===== src/rtl/arb_defs.sv =====
// Shared definitions for the data-memory port arbiter:
// FSM state encodings, requester ids and countdown width.
package arb_defs;

    typedef enum logic [1:0] {
        ST_IDLE  = 2'd0,
        ST_ISSUE = 2'd1,
        ST_WAIT  = 2'd2,
        ST_RESP  = 2'd3
    } arb_state_e;

    localparam logic PORT_CPU = 1'b0;
    localparam logic PORT_LDR = 1'b1;

    localparam int CNT_W = 4;

endpackage


===== src/rtl/arb_pick.sv =====
// Combinational winner select between the CPU and loader ports.
// Ties go to port 0 (fixed) or to the port that was not served last.
module arb_pick
    import arb_defs::*;
#(
    parameter int FIXED_PRIO = 0
) (
    input  logic req0_i,
    input  logic req1_i,
    input  logic last_i,
    output logic grant_o,
    output logic valid_o
);

    // Pick a winner from the current requests and the last-served id.
    always_comb begin
        valid_o = req0_i | req1_i;
        grant_o = PORT_CPU;
        unique case (1'b1)
            (req0_i & req1_i): begin
                grant_o = (FIXED_PRIO != 0) ? PORT_CPU : ~last_i;
            end
            (~req0_i & req1_i): grant_o = PORT_LDR;
            default:            grant_o = PORT_CPU;
        endcase
    end

endmodule


===== src/rtl/mem_port_arbiter.sv =====
// Shares the single data_memory port between the CPU and the loader,
// sequencing each access through IDLE -> ISSUE -> WAIT -> RESP.
module mem_port_arbiter
    import arb_defs::*;
#(
    parameter int MEM_LAT    = 1,
    parameter int FIXED_PRIO = 0
) (
    input  logic        clock,
    input  logic        reset,
    input  logic        req0,
    input  logic        we0,
    input  logic [31:0] addr0,
    input  logic [31:0] wdata0,
    input  logic [1:0]  size0,
    output logic        ack0,
    input  logic        req1,
    input  logic        we1,
    input  logic [31:0] addr1,
    input  logic [31:0] wdata1,
    input  logic [1:0]  size1,
    output logic        ack1,
    output logic [31:0] rdata,
    output logic [31:0] mem_addr,
    output logic [31:0] mem_wdata,
    output logic [1:0]  mem_size,
    output logic        mem_re,
    output logic        mem_we,
    input  logic [31:0] mem_rdata,
    output logic        busy,
    output logic        grant_id
);

    localparam logic [CNT_W-1:0] LAT_CNT = MEM_LAT[CNT_W-1:0];

    arb_state_e       state_q, state_d;
    logic             last_q, last_d;
    logic             grant_q, grant_d;
    logic             we_q, we_d;
    logic [31:0]      addr_q, addr_d;
    logic [31:0]      wdata_q, wdata_d;
    logic [1:0]       size_q, size_d;
    logic [CNT_W-1:0] cnt_q, cnt_d;
    logic [31:0]      rdata_q, rdata_d;

    logic pick_grant;
    logic pick_valid;

    arb_pick #(
        .FIXED_PRIO(FIXED_PRIO)
    ) u_pick (
        .req0_i (req0),
        .req1_i (req1),
        .last_i (last_q),
        .grant_o(pick_grant),
        .valid_o(pick_valid)
    );

    // State, latched request and captured data registers.
    always_ff @(posedge clock) begin
        if (!reset) begin
            state_q <= ST_IDLE;
            last_q  <= PORT_LDR;
            grant_q <= PORT_CPU;
            we_q    <= 1'b0;
            addr_q  <= '0;
            wdata_q <= '0;
            size_q  <= '0;
            cnt_q   <= '0;
            rdata_q <= '0;
        end else begin
            state_q <= state_d;
            last_q  <= last_d;
            grant_q <= grant_d;
            we_q    <= we_d;
            addr_q  <= addr_d;
            wdata_q <= wdata_d;
            size_q  <= size_d;
            cnt_q   <= cnt_d;
            rdata_q <= rdata_d;
        end
    end

    // Next-state: latch the winner in IDLE, count down the memory latency.
    always_comb begin
        state_d = state_q;
        last_d  = last_q;
        grant_d = grant_q;
        we_d    = we_q;
        addr_d  = addr_q;
        wdata_d = wdata_q;
        size_d  = size_q;
        cnt_d   = cnt_q;
        rdata_d = rdata_q;
        unique case (state_q)
            ST_IDLE: begin
                if (pick_valid) begin
                    grant_d = pick_grant;
                    we_d    = pick_grant ? we1    : we0;
                    addr_d  = pick_grant ? addr1  : addr0;
                    wdata_d = pick_grant ? wdata1 : wdata0;
                    size_d  = pick_grant ? size1  : size0;
                    state_d = ST_ISSUE;
                end
            end
            ST_ISSUE: begin
                cnt_d   = LAT_CNT;
                state_d = ST_WAIT;
            end
            ST_WAIT: begin
                cnt_d = cnt_q - 4'd1;
                if (cnt_q == 4'd1) begin
                    if (!we_q) begin
                        rdata_d = mem_rdata;
                    end
                    state_d = ST_RESP;
                end
            end
            ST_RESP: begin
                last_d  = grant_q;
                state_d = ST_IDLE;
            end
            default: state_d = ST_IDLE;
        endcase
    end

    assign mem_addr  = addr_q;
    assign mem_wdata = wdata_q;
    assign mem_size  = size_q;
    assign mem_re    = (state_q == ST_ISSUE) & ~we_q;
    assign mem_we    = (state_q == ST_ISSUE) & we_q;
    assign ack0      = (state_q == ST_RESP) & (grant_q == PORT_CPU);
    assign ack1      = (state_q == ST_RESP) & (grant_q == PORT_LDR);
    assign busy      = (state_q != ST_IDLE);
    assign grant_id  = grant_q;
    assign rdata     = rdata_q;

endmodule


===== config.mk =====
export PLATFORM = sky130hd
export DESIGN_NAME = mem_port_arbiter
export DESIGN_NICKNAME = d
export VERILOG_FILES = /design/src/rtl/arb_defs.sv /design/src/rtl/arb_pick.sv /design/src/rtl/mem_port_arbiter.sv
export SDC_FILE = /design/constraint.sdc
export NUM_CORES = 1
export LEC_CHECK = 0
export ABC_AREA = 1
export CAP_MARGIN = 40
export CORE_MARGIN = 2
export CORE_UTILIZATION = 37
export CTS_BUF_LIST = sky130_fd_sc_hd__clkbuf_8
export CTS_CLUSTER_DIAMETER = 120
export CTS_CLUSTER_SIZE = 12
export DETAILED_ROUTE_END_ITERATION = 6
export PLACE_DENSITY = 0.88
export REMOVE_ABC_BUFFERS = 1
export SYNTH_ARGS = -nofsm -noshare
export SYNTH_HDL_FRONTEND = slang
export SYNTH_SLANG_ARGS = --single-unit

===== constraint.sdc =====
create_clock -name clock -period 1.96 [get_ports clock]
set_input_delay 0.392 -clock clock [delete_from_list [all_inputs] [get_ports clock]]
set_output_delay 0.392 -clock clock [all_outputs]
set_load 0.05 [all_outputs]

==> run summary <==
run status: finished, final reports clean
hold slack: 0.4875 ns
met1 Usage GRT: 0.2319
clock power share: 0.130
yosys warns: 0
Sink Count: 107
worst-path cell chain: clkdlybuf4s50_1
Root Driver: clkbuf_8
CTS max path bufs: 2
Starting DRT DRC Count: 316
Psw: 0.004928 W
Clock Pin Slew Worst Setup and Hold Paths: 0.10 ns
worst-margin pin slew: 0.5476 ns
initial core utilization: 0.3772
reg2reg path depth: 8
sequential cell area: 2142 um2
Total Nets Final: 1212
largest family of logic cells by synthesized area: simple AND/OR/NAND/NOR gates
area of the multi-input gates: 2286 um2
Clock Skew: 0.01313 ns
Final Non-Filler Cells: 1215
Inst Count DP: 1200
CP max stage delay: 0.81 ns
Adder-Cell Fraction of Synth Area: 0.01767
Synth Area in Simple Gates: 0.3292
Synth Cell Area: 4956 um2
clock buffer count from CTS: 9
Hold Path Class: flop to flop
Total GRT Usage: 0.2008
Buf+Inv Stages, Crit Path: 1
Antenna Violating Nets Remaining: 0
Tmin final: 1.932 ns
power share of the sequential group: 0.304
Pre-antenna DRT Iters: 5
post-DP HPWL: 10850 um
grt met3 use: 0.06036
DRC violations left: 0
Synth cell types: 17
num rows: 42
Max VDD drop: 729.2 uV
crit path DAT: 1.54 ns
#FFs+latches synth: 107
Die Footprint: 14340 um2
Detailed Route WL: 14830 um
placed cell areas: 7928 um2
setup_tns: 0 ns
post-synthesis mux area share: 0
Hold-fix buffers, CTS: 0
sw frac: 0.4760
CP Launch Type: flop
syn avg cell area: 6.346 um2
largest net degree at the start of global routing: 106
CP max FO: 2
Final Hold Fails: 0
sequential share of the synthesized area: 0.4322
clock latency on the worst-skew pair: 0.37 ns
Cells after Synth: 781
setup ws final: 0.02837 ns
Vias: 5571
Finish-stage setup viols: 0
Area Growth Syn to Fin: 66.37%
power density cells: 1256 nW/um2
share of post-route cells with drive strength above 1: 0.04139
CTS tree: built
setup bufs post-CTS: 0
H-Tree Depth: 3
reg2reg start: state_q[0]
Rel. slew slack: 0.6344
Internal: 0.005425 W
# diodes: 0
Critical Path Sink Type: output pin
max-slew violations: 0
Hold Crit Start: rdata[23]
Final Instance Area: 8245 um2
io pins: 274
CP required: 1.57 ns
Via density: 4.585
vias in the first global route: 5172
slowest CP cell: clkdlybuf4s50_1
initial antenna violation count: 0
worst slack, placed: 0.07684 ns
Crit Path Category: flop to output pin
wire per inst: 12.20 um
hold path depth: 2
GR Layer Usage met2: 0.3471
GRT overflow: 0
die height: 119.7 um
f_max: 517.7 MHz
die width: 119.7 um
# fillers: 1137
first-pass GRT wire length: 23520 um
MaxCap Viol Count: 0
global routing's busiest layer: met2
Port Buffers: 273
Logic pwr share: 0.565
Crit path max-delay family: buffers and inverters
core footprint: 13140 um2
period utilization: 0.9855
Synth Area in Compound Gates: 0.1129
CP startpoint: rdata[17]
leakage power: 4.674 nW
Synth Area in XOR/XNOR: 0
Worst path depth: 1
GPL Wtd Cong: 0.7938
-- final cells by class --
cell class	count	share of cell area
clock buffers	10	0.01669
multi-input cells	546	0.2772
clock inverters	5	0.006525
inverters	83	0.03778
well taps	176	0.02671
flip-flops and latches	107	0.2598
repair buffers	288	0.3753
-- cells by family after synthesis --
| group | after synthesis |
|---|---|
| buf+inv | 128 |
| fa+ha+maj | 7 |
| compound gates | 109 |
| simple gates | 430 |
| flops | 107 |
-- repair_timing --
item / 4_1_cts / 5_1_grt
pin swaps: 0 / 0
setup endpoints to repair: 9 / 55
resized for setup: 9 / 55
-- placed cells by master (no fill, tap or decap), types with 2 or more instances in the layout --
| master | n |
|---|---|
| nor2_1 | 274 |
| clkdlybuf4s50_1 | 199 |
| nand2_1 | 145 |
| dfxtp_1 | 107 |
| o21ai_0 | 100 |
| inv_1 | 82 |
| dlymetal6s2s_1 | 55 |
| buf_4 | 12 |
| buf_12 | 12 |
| clkbuf_8 | 10 |
| dlygate4sd2_1 | 9 |
| a21oi_1 | 7 |
| ha_1 | 7 |
| nand3_1 | 5 |
| clkinv_2 | 3 |
| and3_1 | 2 |
| nor3_1 | 2 |
-- power groups by stage --
| stage | clock (W) | sequential [W] | combinational, W |
|---|---|---|---|
| 2_1_floorplan | 0 | 0.00520 | 0.00173 |
| 3_3_place_gp | 0 | 0.00318 | 0.00586 |
| 3_5_place_dp | 0 | 0.00320 | 0.00595 |
| 4_1_cts | 0.00139 | 0.00316 | 0.00592 |
| 5_1_grt | 0.00149 | 0.00323 | 0.00629 |
| 6_report | 0.00135 | 0.00315 | 0.00585 |
-- cell usage after synthesis (all sizes together) --
cell type / n / area share
nand3b: 1 / 0.0015
nand2: 146 / 0.11
nor3: 2 / 0.0020
clkbuf: 19 / 0.014
nand3: 5 / 0.0050
and3: 2 / 0.0025
nor2: 274 / 0.21
inv: 83 / 0.063
buf: 26 / 0.031
a21oi: 8 / 0.010
ha: 7 / 0.018
dfxtp: 107 / 0.43
o21ai: 100 / 0.10
o21a: 1 / 0.0015
-- metal layers --
metal	wire, um	up-vias	share of wire
met4	363	0	0.024
met5	0	-	0
met3	1236	27	0.083
met2	7203	230	0.49
li1	-	2852	-
met1	6025	2462	0.41
-- flip-flops by register name, summed over array words and instances, names as in the netlist --
signal,flops
mem_addr,32
mem_wdata,32
rdata,32
cnt_q,4
mem_size,2
state_q,2
grant_id,1
last_q,1
we_q,1
-- stage by stage --
step	power, W	util
final	0.01035	0.6276
after floorplan	0.006928	-
after detailed placement	0.009149	0.6034
after CTS	0.01047	0.6171
after global placement	0.009046	0.6034
after global routing	0.01101	0.6276
-- final timing paths --
kind,end,slack [ns]
min,rdata[23],0.49
max reg2reg,rdata[28],0.12
max,rdata[17],0.03
min reg2reg,rdata[23],0.49
Power figures use the tool's default switching activity.
